File: config.mk
export PLATFORM = sky130hd
export DESIGN_NAME = fifo_line_reader
export DESIGN_NICKNAME = d
export VERILOG_FILES = /design/src/rtl/fifo_line_reader.sv
export SDC_FILE = /design/constraint.sdc
export NUM_CORES = 1
export LEC_CHECK = 0
export BUFFER_PORTS_ARGS = -buffer_cell sky130_fd_sc_hd__buf_4
export CAP_MARGIN = 40
export CELL_PAD_IN_SITES_DETAIL_PLACEMENT = 0
export CELL_PAD_IN_SITES_GLOBAL_PLACEMENT = 1
export CORE_ASPECT_RATIO = 1.2
export CORE_MARGIN = 2
export CORE_UTILIZATION = 43
export CTS_BUF_LIST = sky130_fd_sc_hd__clkbuf_8 sky130_fd_sc_hd__clkbuf_16
export CTS_CLUSTER_SIZE = 16
export DETAILED_ROUTE_END_ITERATION = 10
export HOLD_SLACK_MARGIN = 0.08
export PLACE_DENSITY = 0.92
export SLEW_MARGIN = 20
export SYNTH_ARGS = -nofsm -noshare
export SYNTH_HDL_FRONTEND = slang
export SYNTH_SLANG_ARGS = --single-unit
File: constraint.sdc
create_clock -name clk -period 4.4 [get_ports clk]
set_clock_uncertainty 0.1 [all_clocks]
set_input_delay 0.44 -clock clk [delete_from_list [all_inputs] [get_ports clk]]
set_output_delay 0.44 -clock clk [all_outputs]
set_load 0.02 [all_outputs]
File: src/rtl/fifo_line_reader.sv
// Reads a show-ahead FIFO and re-times its words into a valid/ready stream framed
// into lines and frames, with a fixed blanking gap between the lines of a frame.
module fifo_line_reader #(
  parameter int DATA_BITS   = 24,
  parameter int LINE_WORDS  = 480,
  parameter int FRAME_LINES = 800,
  parameter int GAP_CYCLES  = 2
) (
  input  logic                 clk,
  input  logic                 rst,
  input  logic                 enable,
  input  logic [DATA_BITS-1:0] fifo_data,
  input  logic                 fifo_empty,
  output logic                 fifo_oe,
  output logic [DATA_BITS-1:0] out_data,
  output logic                 out_valid,
  input  logic                 out_ready,
  output logic                 out_sof,
  output logic                 out_eof,
  output logic                 out_sol,
  output logic                 out_eol,
  output logic                 starved,
  output logic                 busy
);

  localparam int WW = (LINE_WORDS > 1) ? $clog2(LINE_WORDS) : 1;
  localparam int LW = (FRAME_LINES > 1) ? $clog2(FRAME_LINES) : 1;
  localparam int GW = (GAP_CYCLES > 1) ? $clog2(GAP_CYCLES) : 1;

  localparam logic [WW-1:0] WORD_LAST = WW'(LINE_WORDS - 1);
  localparam logic [LW-1:0] LINE_LAST = LW'(FRAME_LINES - 1);
  localparam logic [GW-1:0] GAP_LAST  = GW'((GAP_CYCLES > 0) ? GAP_CYCLES - 1 : 0);

  typedef enum logic [1:0] {
    IDLE = 2'd0,
    LINE = 2'd1,
    GAP  = 2'd2
  } state_t;

  state_t          state;
  state_t          state_nxt;
  logic [WW-1:0]   word_cnt;
  logic [LW-1:0]   line_cnt;
  logic [GW-1:0]   gap_cnt;
  logic            slot_free;
  logic            word_last;
  logic            line_last;
  logic            gap_done;

  // The output register can take a word when empty or being drained this cycle.
  assign slot_free = !out_valid || out_ready;
  assign word_last = (word_cnt == WORD_LAST);
  assign line_last = (line_cnt == LINE_LAST);
  assign gap_done  = (gap_cnt == GAP_LAST);
  assign busy      = (state != IDLE) || out_valid;

  always_ff @(posedge clk or posedge rst) begin
    if (rst) begin
      state <= IDLE;
    end else begin
      state <= state_nxt;
    end
  end

  always_comb begin
    state_nxt = state;
    fifo_oe   = 1'b0;
    case (state)
      IDLE: begin
        if (enable) state_nxt = LINE;
      end
      LINE: begin
        fifo_oe = !fifo_empty && slot_free;
        if (fifo_oe && word_last) begin
          if (line_last)           state_nxt = IDLE;
          else if (GAP_CYCLES > 0) state_nxt = GAP;
          else                     state_nxt = LINE;
        end
      end
      GAP: begin
        if (gap_done) state_nxt = LINE;
      end
      default: state_nxt = IDLE;
    endcase
  end

  // Position counters; IDLE parks them at the start of a frame.
  always_ff @(posedge clk or posedge rst) begin
    if (rst) begin
      word_cnt <= '0;
      line_cnt <= '0;
      gap_cnt  <= '0;
    end else if (state == IDLE) begin
      word_cnt <= '0;
      line_cnt <= '0;
      gap_cnt  <= '0;
    end else begin
      if (fifo_oe) begin
        word_cnt <= word_last ? '0 : word_cnt + 1'b1;
        if (word_last) line_cnt <= line_last ? '0 : line_cnt + 1'b1;
      end
      if (state == GAP) gap_cnt <= gap_done ? '0 : gap_cnt + 1'b1;
    end
  end

  // Output stage: data and framing flags load together and hold while stalled.
  always_ff @(posedge clk or posedge rst) begin
    if (rst) begin
      out_data  <= '0;
      out_valid <= 1'b0;
      out_sof   <= 1'b0;
      out_eof   <= 1'b0;
      out_sol   <= 1'b0;
      out_eol   <= 1'b0;
      starved   <= 1'b0;
    end else begin
      starved <= (state == LINE) && fifo_empty && slot_free;
      if (fifo_oe) begin
        out_data  <= fifo_data;
        out_valid <= 1'b1;
        out_sol   <= (word_cnt == '0);
        out_eol   <= word_last;
        out_sof   <= (word_cnt == '0) && (line_cnt == '0);
        out_eof   <= word_last && line_last;
      end else if (out_ready) begin
        out_valid <= 1'b0;
      end
    end
  end

endmodule

Word level (Yosys, flattened, before mapping)
Index checks and enable logic that the tools add are counted.
{"block": "word_totals", "reg_bits": 52, "latch_bits": 0, "ramBits": 0, "mem_bits_ro": 0, "input_bits": 29, "output_inout_bits": 32, "wordCells": 59, "mem_count": 0}
{"block": "classes", "n_addsub": 3, "mul": 0, "div_mod_pow": 0, "n_lt_le_gt_ge": 0, "eq_ne": 7, "n_shift": 0, "mux": 18, "bitwise": 0, "n_reduce_logical": 20}
{"op": "$mux 10", "n": 4}
{"op": "$mux 9", "n": 3}
{"op": "$add 10x1->10 const B", "n": 1}
{"op": "$eq 10x10->1 const B", "n": 1}
{"op": "$logic_not 10->1", "n": 1}
{"op": "$reduce_bool 2->1", "n": 5}
{"op": "$add 9x1->9 const B", "n": 1}
{"op": "$eq 9x9->1 const B", "n": 1}
{"op": "$logic_not 9->1", "n": 1}
{"op": "$mux 2", "n": 4}
{"op": "$logic_and 1x1->1", "n": 6}
{"op": "$mux 1", "n": 6}
{"op": "$ne 2x2->1 const B", "n": 3}
{"op": "$pmux 2 s3", "n": 1}
{"op": "$reduce_and 3->1", "n": 1}
{"op": "$eq 2x1->1 const B", "n": 1}
{"op": "$eq 2x2->1 const B", "n": 1}
{"op": "$logic_not 1->1", "n": 2}
{"op": "$logic_not 2->1", "n": 1}
{"op": "$logic_or 1x1->1", "n": 2}
{"op": "$reduce_and 2->1", "n": 1}
{"op": "$add 1x1->1 const B", "n": 1}

Logic depth before layout (Yosys ltp)
Gate-level depths: netlist (run 1).
{"block": "depth", "ltp_word": 6, "ltp_mapped": 7, "depth_no_buf": 5}

Worst setup path after synthesis (run 1)
Ideal clock, no wire load.
{"block": "synth_path", "path_kind": "reg2out", "start": "reg out_valid", "end": "out fifo_oe", "arrival_time_ns": 1.308, "required_ns": 3.860, "setup_slack_ns": 2.552, "path_stages_with_launch": 5, "n_path_buf": 1, "cell_sequence": "dfrtp_1 nor2b_1 or3_4 inv_1 buf_2"}
{"block": "synth_via", "elab_chain_cells": 4}
{"item": "from (decl)", "line": "16", "source": "output logic out_valid,"}
{"item": "from (signal assigned)", "line": "110", "source": "out_valid <= 1'b0;"}
{"item": "from (signal assigned)", "line": "120", "source": "out_valid <= 1'b1;"}
{"item": "from (signal assigned)", "line": "126", "source": "out_valid <= 1'b0;"}
{"item": "$logic_not 1->1", "line": "51", "source": "assign slot_free = !out_valid || out_ready;"}
{"item": "$logic_or 1x1->1", "line": "51"}
{"item": "$logic_and 1x1->1", "line": "73", "source": "fifo_oe = !fifo_empty && slot_free;"}
{"item": "$mux 1", "line": "68", "source": "case (state)"}
{"item": "to (decl)", "line": "14", "source": "output logic fifo_oe,"}
No other way between the ends.

Final worst setup path (run 1)
{"block": "layout_path", "start": "reg state[1]", "end": "out fifo_oe"}
{"block": "layout_via", "elab_chain_cells": 2}
{"item": "from (decl)", "line": "40", "source": "state_t state;"}
{"item": "from (signal assigned)", "line": "61", "source": "state <= state_nxt;"}
{"item": "$eq 2x1->1", "line": "68"}
{"item": "$mux 1", "line": "68"}
No other way between the ends.

==> results of run 1 <==
[synthesized netlist by cell type, types with 4 or more instances]
cell type   n  area share (%)
a211oi_1    5             1.5
a21oi_1     8             1.6
and3_1      4             1.0
buf_2       6             1.2
clkbuf_1    6            0.90
dfrtp_1    52              52
ha_1        4             2.0
inv_1       9             1.3
nand2_1    89              13
nand3_1     8             1.6
nand4_1     5             1.2
nor2_1     13             1.9
nor3_1      7             1.4
nor4_1      6             1.5
o21ai_0     6             1.2
[report_power, final]
group	internal (mW)	total [mW]	switching [mW]
clock	0.106	0.256	0.150
sequential	0.536	0.591	0.0550
combinational	0.119	0.260	0.141
total	0.761	1.11	0.346
[repair_timing]
action / in CTS / in global routing
hold endpoints to repair: 21 / 0
resized for setup: 0 / 0
hold buffers: 1 / 0
[final timing paths]
kind / endpoint / slack, ns / depth (start not counted)
worst min register to register: out_data[21] / 0.38 / 2
worst max-delay path: fifo_oe / 1.53 / 4
worst max register to register: word_cnt[5] / 1.90 / 5
worst min-delay path: out_data[15] / 0.22 / 3
min in group asynchronous: out_data[17] / 0.62 / 3
max in group asynchronous: out_data[4] / 3.06 / 4
[metal layers]
layer  track usage, %  vias to the layer above
li1                 -                     1068
met1             24.0                     1038
met2             30.4                       44
met3             3.68                        6
met4             6.28                        0
met5                0                        -
[sequential cells by signal, summed over array words and instances (netlist names)]
signal	count
out_eol	1
state	2
word_cnt	9
out_sof	1
out_data	24
starved	1
line_cnt	10
out_sol	1
out_eof	1
out_valid	1
gap_cnt	1
[critical path: stages, from the launching register on]
cell	delay, ns
dfrtp_1	0.44
nand2b_4	0.17
or3_4	0.56
inv_1	0.59
buf_4	0.26
[metrics by stage]
stage / utilization [%] / area [sq um]
6_report: 55.0 / 3120
5_1_grt: 55.0 / 3120
2_1_floorplan: - / 2510
4_1_cts: 55.0 / 3120
3_5_place_dp: 53.4 / 3030
3_3_place_gp: 53.1 / 3010
[kinds of logic after synthesis]
| group | share of synthesized area [%] |
|---|---|
| simple gates | 28.1 |
| flops | 51.8 |
| compound gates | 12.3 |
| buf+inv | 4.18 |
| fa+ha+maj | 1.99 |
| mux | 1.29 |
| xor+xnor | 0.348 |
[area by class of cell]
class | count | area share [%]
clock buffers | 5 | 2.21
clock inverters | 2 | 0.281
inverters | 9 | 1.08
multi-input cells | 201 | 35.5
flip-flops and latches | 52 | 41.8
well taps | 80 | 3.21
repair buffers | 64 | 15.9
[layout by cell type (no fill, tap or decap), types with 2 or more instances in the layout]
cell / netlist / routed
nand2_1: 89 / 89
o21ai_0: 6 / 6
mux2_2: 2 / 2
o211ai_1: 3 / 3
a22o_1: 2 / 2
and3_1: 4 / 4
dfrtp_1: 52 / 52
a31oi_1: 2 / 2
clkbuf_8: 0 / 5
buf_4: 1 / 62
inv_1: 9 / 9
and4_1: 3 / 3
nand3_1: 8 / 8
a211oi_1: 5 / 5
a21oi_1: 8 / 8
nor4_1: 6 / 6
o31ai_1: 3 / 3
nor3_1: 7 / 7
a31o_2: 2 / 2
o32ai_1: 2 / 2
nor2_1: 13 / 13
ha_1: 4 / 4
nand2b_1: 3 / 3
nand4_1: 5 / 5
==> out/results.txt, run 1 <==
status: complete, no violations
I/O pins: 61
Synth Instances: 276
CTS tree: done
n_diodes: 0
fill count: 531
Area Growth Syn to Fin: 23.9%
mapped cell area: 2510 sq um
Max IR drop VDD: 146 uV
met1 WL: 2540 um
Clk Latency, worst-skew pair: 0.30 ns
Tmin final: 2.88 ns
max-slew violations: 0
largest net degree at the start of global routing: 40
antenna-violating nets left: 0
FP Rows: 30
Initial Util: 44.3%
Synth cell types: 50
crit-path max FO: 39
Max Cap Violations: 0
CTS buffer count: 5
placer's final routability congestion estimate: 0.869
WL per Instance: 13.7 um
r2r startpoint: state[1]
H-tree depth: 2
total power: 1.11 mW
prevailing post-synth register cell: dfrtp_1
smallest setup slack after layout: 1.53 ns
Die Ht: 87.8 um
fin crit share: 65.3%
Critical Path RT: 3.86 ns
hold_ws: 0.220 ns
proportion of layout cells with a drive suffix above 1: 24.6%
Net Count, Synth: 309
Max clock buf depth: 2
max layer used: met4
CTS clk-pin slew, worst paths: 0.09 ns
die width: 73.8 um
multi-input logic area: 1110 sq um
DRC viols: 0
Hold WC Path Type: in2reg
PD cells: 355 nW/um^2
Yosys warning total: 0
vias in the first global route: 1960
RSZ-0062 raised after global routing: false
fin cells: 413
met3 wire length: 192 um
fmax: 348 MHz
global route overflow: 0
Mapped Avg Cell Area: 9.11 sq um
Setup crit start: state[1]
via count: 2156
Final Setup Violations: 0
count of input and output buffers: 60
area of the core: 5670 sq um
Critical Path AT: 2.33 ns
sequential area share after synthesis: 51.8%
headroom to the max-slew limit: 53.3%
LEAKAGE: 1.52 nW
clk sinks: 52
DR iter-0 viols: 124
Post-Place Cells: 405
CP endpoint kind: output port
root buf cell: clkbuf_8
Storage cell area: 1300 sq um
met2 WL: 2860 um
All-Layer GR Usage: 18.4%
Die ar.: 6480 sq um
FF+latch count, synth: 52
antenna violations before repair: 0
critical path type: reg2out
post-detail-place hpwl: 4030 um
TNS Setup: 0 ns
Final Hold Fails: 0
Layout Nets: 366
min-delay src: fifo_data[15]
first-pass GRT wire length: 9310 um
post-CTS setup buffers: 0
Via density: 5.22
DR pass1 iterations: 5
startpoint types: register
Placement Setup Slack: 1.82 ns
WL final: 5670 um
Post-synth EDFFs: 0
Tightest Pin Transition: 0.698 ns
Post-synth ARST share: 100%
Power figures use the tool's default switching activity.
==> inputs of run 2 (changes only) <==
--- a/config.mk
+++ b/config.mk
@@ -5,18 +5,19 @@
 export SDC_FILE = /design/constraint.sdc
 export NUM_CORES = 1
 export LEC_CHECK = 0
+export ABC_AREA = 1
 export BUFFER_PORTS_ARGS = -buffer_cell sky130_fd_sc_hd__buf_4
 export CAP_MARGIN = 40
 export CELL_PAD_IN_SITES_DETAIL_PLACEMENT = 0
 export CELL_PAD_IN_SITES_GLOBAL_PLACEMENT = 1
 export CORE_ASPECT_RATIO = 1.2
 export CORE_MARGIN = 2
-export CORE_UTILIZATION = 43
+export CORE_UTILIZATION = 39
 export CTS_BUF_LIST = sky130_fd_sc_hd__clkbuf_8 sky130_fd_sc_hd__clkbuf_16
 export CTS_CLUSTER_SIZE = 16
 export DETAILED_ROUTE_END_ITERATION = 10
 export HOLD_SLACK_MARGIN = 0.08
-export PLACE_DENSITY = 0.92
+export PLACE_DENSITY = 0.87
 export SLEW_MARGIN = 20
 export SYNTH_ARGS = -nofsm -noshare
 export SYNTH_HDL_FRONTEND = slang
==> constraint.sdc (replaced) <==
create_clock -name clk -period 2.95 [get_ports clk]
set_clock_uncertainty 0.1 [all_clocks]
set_input_delay 0.295 -clock clk [delete_from_list [all_inputs] [get_ports clk]]
set_output_delay 0.295 -clock clk [all_outputs]
set_load 0.02 [all_outputs]
==> run 2 against run 1 <==
Clock power up 49%; die area up 9.1%; wire length down 0.83%; final area up 2.5%; total power up 46%; sequential cell count unchanged; synthesized area down 0.60%; core utilization down 2.8 points; combinational power up 44%; sequential share of layout area down 1.0 points; first-iteration DRC count down 17%; synthesized cell count up 10%; critical path type unchanged; largest cell class unchanged.
==> out/results.txt, run 2 <==
fin crit share: 68.9%
TNS Setup: 0 ns (unchanged)
Layout Utilization: 52.1% (was 55.0%)
Clk Latency, worst-skew pair: 0.30 ns (about the same)
area of the core: 6130 sq um (was 5670 sq um)
crit-path max FO: 19 (was 39)
Initial Util: 40.8% (was 44.3%)
count of input and output buffers: 60 (unchanged)
antenna-violating nets left: 0 (unchanged)
most frequent cells in the layout: nand2_1, buf_4, dfrtp_1, inv_1, o21ai_0 (was nand2_1, buf_4, dfrtp_1, nor2_1, inv_1)
All-Layer GR Usage: 17.1% (was 18.4%)
Max Cap Violations: 0 (unchanged)
global-route met3 utilization: 3.84% (was 3.68%)
die width: 77.1 um (was 73.8 um)
DR iter-0 viols: 103 (was 124)
Top reg by flops: out_data (unchanged)
Die ar.: 7070 sq um (was 6480 sq um)
Die Ht: 91.7 um (was 87.8 um)
mapped cell area: 2500 sq um (was 2510 sq um)
PD cells: 505 nW/um^2 (was 355 nW/um^2)
sequential area share after synthesis: 52.1% (was 51.8%)
WL final: 5620 um (was 5670 um)
Critical Path RT: 2.56 ns (was 3.86 ns)
Final Hold Fails: 0 (unchanged)
grt met2 use: 28.4% (was 30.4%)
critical path type: reg2out (unchanged)
fmax: 492 MHz
proportion of layout cells with a drive suffix above 1: 23.3% (was 24.6%)
Synth area leaders: dfrtp_1, nand2_1, inv_1 (was dfrtp_1, nand2_1, ha_1)
Tmin final: 2.03 ns
post-synth top area cell: dfrtp_1 (unchanged)
M1 GR Usage: 22.2% (was 24.0%)
H-tree depth: 2 (unchanged)
Synth cell types: 29 (was 50)
Yosys warning total: 0 (unchanged)
CP endpoint kind: output port (unchanged)
n_diodes: 0 (unchanged)
CTS buffer count: 5 (unchanged)
DR pass1 iterations: 4 (was 5)
total power: 1.61 mW (was 1.11 mW)
CTS tree: done (unchanged)
clk sinks: 52 (unchanged)
Synth Instances: 304 (was 276)
root buf cell: clkbuf_8 (unchanged)
most common cell after layout, fill and taps aside: nand2_1 (unchanged)
Mapped Avg Cell Area: 8.22 sq um (was 9.11 sq um)
via count: 2198 (was 2156)
Via density: 4.82 (was 5.22)
prevailing post-synth register cell: dfrtp_1 (unchanged)
placer's final routability congestion estimate: 0.805 (was 0.869)
global route overflow: 0 (unchanged)
post-detail-place hpwl: 4170 um (was 4030 um)
top-area cell type share of the netlist area: 52.1% (was 51.8%)
headroom to the max-slew limit: 72.0% (was 53.3%)
largest net degree at the start of global routing: 36 (was 40)
first-pass GRT wire length: 9800 um (was 9310 um)
Post-synth top cells: nand2_1, dfrtp_1, inv_1, o21ai_0, nand3_1 (was nand2_1, dfrtp_1, nor2_1, inv_1)
Max clock buf depth: 2 (unchanged)
startpoint types: register (unchanged)
CTS clk-pin slew, worst paths: 0.09 ns (about the same)
Critical Path AT: 1.64 ns (was 2.33 ns)
DRC viols: 0 (unchanged)
antenna violations before repair: 0 (unchanged)
Layout Nets: 407 (was 366)
max-slew violations: 0 (unchanged)
Max IR drop VDD: 329 uV (was 146 uV)
FP Rows: 31 (was 30)
FF+latch count, synth: 52 (unchanged)
WL per Instance: 12.3 um (was 13.7 um)
Post-synth ARST share: 100% (unchanged)
most frequent cell after synthesis: nand2_1 (unchanged)
Net Count, Synth: 337 (was 309)
vias in the first global route: 2133 (was 1960)
RSZ-0062 raised after global routing: false (unchanged)
status: complete, no violations (unchanged)
Tightest Pin Transition: 0.417 ns (was 0.698 ns)
I/O pins: 61 (unchanged)
Largest regs: out_data x24, line_cnt x10, word_cnt x9 (unchanged)
max reg flops: 24 (unchanged)
GRT busiest layer: met2 (unchanged)
LEAKAGE: 1.73 nW (was 1.52 nW)
Post-synth EDFFs: 0 (unchanged)
Area Growth Syn to Fin: 27.8% (was 23.9%)
fill count: 626 (was 531)
Hold WC Path Type: in2reg (unchanged)
Final Setup Violations: 0 (unchanged)
run 2: cell count changes in the layout (fill, tap and decap cells not counted), sizes merged, moves of 4 or more:
cell         previous run  this run
nand2                  89       125
inv                    10        34
o21ai                   6        21
nand4                   5        13
nand3                   9        16
dlygate4sd3             1         7
a211oi                  5         0
nor4                    6         1
and3                    4         0
nand2b                  4         0
run 2: cell families (layout without fill, tap and decap cells):
| logic type | after synthesis | after routing | share of synthesized area [%] |
|---|---|---|---|
| buffers and inverters | 42 | 112 | 6.91 |
| AOI/OAI and AO/OA | 30 | 30 | 6.26 |
| DFF | 52 | 52 | 52.1 |
| xor gates and xnor gates | 3 | 3 | 1.05 |
| and+or+nand+nor | 173 | 173 | 31.7 |
| adders and majority gates | 4 | 4 | 2.00 |
run 2: final timing paths:
path	end	from	slack (ns)	cells after the start
setup / recovery	fifo_oe	state[0]	0.92	6
hold / removal	out_data[1]	fifo_data[1]	0.09	3
setup reg to reg	line_cnt[3]	state[0]	1.10	8
hold reg to reg	starved	out_valid	0.38	1
max in group asynchronous	word_cnt[2]	rst	1.79	4
min in group asynchronous	starved	rst	0.44	3
run 2: worst max-delay path, cell delays in order (launching register included):
cell and delay [ns]:
dfrtp_1 0.39, inv_2 0.11, nor2_4 0.06, nand3_4 0.06, clkinv_1 0.25, buf_4 0.30
buf_4 0.17
run 2: routing by layer:
metal / vias up / share of wire, % / wire length (um)
met1: 1032 / 44 / 2460
met4: 0 / 1.2 / 68
met3: 5 / 5.6 / 313
met2: 55 / 49 / 2780
li1: 1106 / - / -
met5: - / 0 / 0
run 2: timing repair:
action	in CTS	in global routing
gates resized for setup	0	0
hold buffers	7	0
endpoints found under the hold margin	23	0
buffers inserted	0	0
run 2: power by group:
part           leakage [nW]  internal (mW)  switching (mW)  total, mW
registers             0.629          0.792          0.0670      0.859
logic                  1.05          0.159           0.214      0.374
clock network        0.0452          0.159           0.224      0.382
total                  1.73           1.11           0.505       1.61
run 2: metrics by stage:
step | setup slack (ns) | instance area [sq um] | cells | hold slack [ns]
CTS | 0.881 | 3190 | 456 | 0.0813
detailed placement | 1.01 | 3050 | 442 | 0.214
global placement | 1.11 | 3030 | 441 | 0.364
global route | 0.797 | 3190 | 456 | 0.0909
floorplan | 1.30 | 2500 | 304 | 0.305
finish | 0.918 | 3190 | 456 | 0.0853
run 2: cell type report:
class	count	area [sq um]	area share, %
clock inverter	2	8.76	0.274
inverter	35	133	4.15
timing repair buffer	70	556	17.4
clock buffer	5	68.8	2.15
multi-input combinational	210	1020	32.1
tap	82	103	3.21
sequential	52	1300	40.7
==> inputs of run 3 (changes only) <==
--- a/config.mk
+++ b/config.mk
@@ -12,12 +12,12 @@
 export CELL_PAD_IN_SITES_GLOBAL_PLACEMENT = 1
 export CORE_ASPECT_RATIO = 1.2
 export CORE_MARGIN = 2
-export CORE_UTILIZATION = 39
+export CORE_UTILIZATION = 35
 export CTS_BUF_LIST = sky130_fd_sc_hd__clkbuf_8 sky130_fd_sc_hd__clkbuf_16
 export CTS_CLUSTER_SIZE = 16
 export DETAILED_ROUTE_END_ITERATION = 10
 export HOLD_SLACK_MARGIN = 0.08
-export PLACE_DENSITY = 0.87
+export PLACE_DENSITY = 0.82
 export SLEW_MARGIN = 20
 export SYNTH_ARGS = -nofsm -noshare
 export SYNTH_HDL_FRONTEND = slang
==> constraint.sdc (replaced) <==
create_clock -name clk -period 1.8 [get_ports clk]
set_clock_uncertainty 0.1 [all_clocks]
set_input_delay 0.18 -clock clk [delete_from_list [all_inputs] [get_ports clk]]
set_output_delay 0.18 -clock clk [all_outputs]
set_load 0.02 [all_outputs]
==> run 3 against run 2 <==
Via count increased by 2.6%; non-clock buffer count increased by 24; first-iteration DRC count decreased by 37%; sequential cell count unchanged.
==> out/results.txt, run 3 (synthesized netlist as in run 2, its figures left out) <==
H-tree depth: 2 (unchanged)
fill count: 631 (was 626)
Critical Path RT: 1.52 ns (was 2.56 ns)
WL per Instance: 12.2 um (was 12.3 um)
Layout Nets: 431 (was 407)
startpoint types: input pin (was register)
Storage cell area: 1300 sq um (unchanged)
Die Ht: 96.6 um (was 91.7 um)
DR iter-0 viols: 65 (was 103)
vias in the first global route: 2263 (was 2133)
max reg flops: 24 (unchanged)
CP cell instances: dlygate4sd3_1 > buf_4 > inv_1 > nand3_4 > clkinvlp_4 > buf_4 (was inv_2 > nor2_4 > nand3_4 > clkinv_1 > buf_4 > buf_4)
status: complete, no violations (unchanged)
min-delay src: out_ready (was fifo_data[1])
Area Growth Syn to Fin: 38.5% (was 27.8%)
count of input and output buffers: 60 (unchanged)
Final Hold Fails: 0 (unchanged)
crit-path max FO: 10 (was 19)
Tmin final: 1.70 ns
antenna violations before repair: 0 (unchanged)
largest net degree at the start of global routing: 53 (was 36)
Placement Setup Slack: 0.162 ns (was 1.01 ns)
antenna-violating nets left: 0 (unchanged)
Layout Utilization: 50.2% (was 52.1%)
Largest regs: out_data x24, line_cnt x10, word_cnt x9 (unchanged)
Clk Latency, worst-skew pair: 0.30 ns (about the same)
All-Layer GR Usage: 16.5% (was 17.1%)
smallest setup slack after layout: 0.101 ns (was 0.918 ns)
TNS Setup: 0 ns (unchanged)
critical path type: in2out (was reg2out)
Setup crit start: fifo_empty (was state[0])
RSZ-0062 raised after global routing: false (unchanged)
multi-input logic area: 1030 sq um (was 1020 sq um)
I/O pins: 61 (unchanged)
root buf cell: clkbuf_8 (unchanged)
Top reg by flops: out_data (unchanged)
Max clock buf depth: 2 (unchanged)
Tightest Pin Transition: 0.421 ns (was 0.417 ns)
clk sinks: 52 (unchanged)
fin crit share: 94.4%
die width: 81.1 um (was 77.1 um)
DR pass1 iterations: 4 (unchanged)
proportion of layout cells with a drive suffix above 1: 23.3% (about the same)
headroom to the max-slew limit: 71.7% (was 72.0%)
DRC viols: 0 (unchanged)
area of placed instances: 3080 sq um (was 3050 sq um)
Critical Path AT: 1.42 ns (was 1.64 ns)
total power: 2.74 mW (was 1.61 mW)
fin area: 3460 sq um (was 3190 sq um)
first-pass GRT wire length: 10200 um (was 9800 um)
post-detail-place hpwl: 4040 um (was 4170 um)
FP Rows: 33 (was 31)
Die ar.: 7830 sq um (was 7070 sq um)
most frequent cells in the layout: nand2_1, buf_4, dfrtp_1, inv_1, dlygate4sd3_1 (was nand2_1, buf_4, dfrtp_1, inv_1, o21ai_0)
n_diodes: 0 (unchanged)
Initial Util: 36.2% (was 40.8%)
CTS tree: done (unchanged)
Max IR drop VDD: 526 uV (was 329 uV)
via count: 2256 (was 2198)
fmax: 588 MHz
r2r startpoint: state[1] (was state[0])
CTS buffer count: 5 (unchanged)
most common cell after layout, fill and taps aside: nand2_1 (unchanged)
Final Setup Violations: 0 (unchanged)
Max Cap Violations: 0 (unchanged)
CTS clk-pin slew, worst paths: 0.09 ns (about the same)
Hold WC Path Type: in2reg (unchanged)
PD cells: 792 nW/um^2 (was 505 nW/um^2)
crit path max-delay cell type: dlygate4sd3_1 (was dfrtp_1)
Via density: 4.64 (was 4.82)
placer's final routability congestion estimate: 0.857 (was 0.805)
CP endpoint kind: output port (unchanged)
WL final: 5910 um (was 5620 um)
LEAKAGE: 1.83 nW (was 1.73 nW)
global route overflow: 0 (unchanged)
most frequent cell on the critical path: buf_4 (unchanged)
max-slew violations: 0 (unchanged)
area of the core: 6900 sq um (was 6130 sq um)
crit-path max cell delay: 0.53 ns (was 0.39 ns)
## run 3: stage by stage
step           hold WS, ns  cells
2_1_floorplan        0.190    304
3_3_place_gp         0.156    450
3_5_place_dp         0.158    450
4_1_cts              0.123    485
5_1_grt              0.158    486
6_report             0.129    486
## run 3: cell type report
class                      instances  share of cell area [%]
clock buffer                       6                    2.39
clock inverter                     2                   0.325
inverter                          35                    3.94
multi-input combinational        210                    29.9
sequential                        52                    37.6
tap                               87                    3.15
timing repair buffer              94                    22.7
## run 3: critical path, delay by kind of cell
family,cells,cell delay (ns)
simple gates,1,0.19
buf+inv,5,1.04
## run 3: metal layers
| layer | vias up | track usage (%) | share of wire, % |
|---|---|---|---|
| met5 | - | 0 | 0 |
| met4 | 0 | 4.80 | 0.69 |
| met3 | 4 | 4.18 | 6.1 |
| met2 | 68 | 27.8 | 49 |
| met1 | 1037 | 20.8 | 44 |
| li1 | 1147 | - | - |
## run 3: where the power goes
group | switching [mW] | total, mW | internal (mW)
clock network | 0.378 | 0.686 | 0.308
logic | 0.358 | 0.652 | 0.295
registers | 0.103 | 1.40 | 1.30
## run 3: repair_timing
item / in CTS / in global routing
setup endpoints to repair: 0 / 5
buffers inserted: 0 / 1
hold buffers: 27 / 0
endpoints found under the hold margin: 77 / 0
gates resized for setup: 0 / 2
## run 3: path summary, 6_finish.rpt
path	slack, ns	cells after the start	endpoint
min	0.13	4	out_valid
min reg2reg	0.39	2	out_data[21]
max in group asynchronous	0.97	4	word_cnt[1]
max reg2reg	0.18	8	line_cnt[5]
max	0.10	6	fifo_oe
min in group asynchronous	0.38	4	out_data[10]
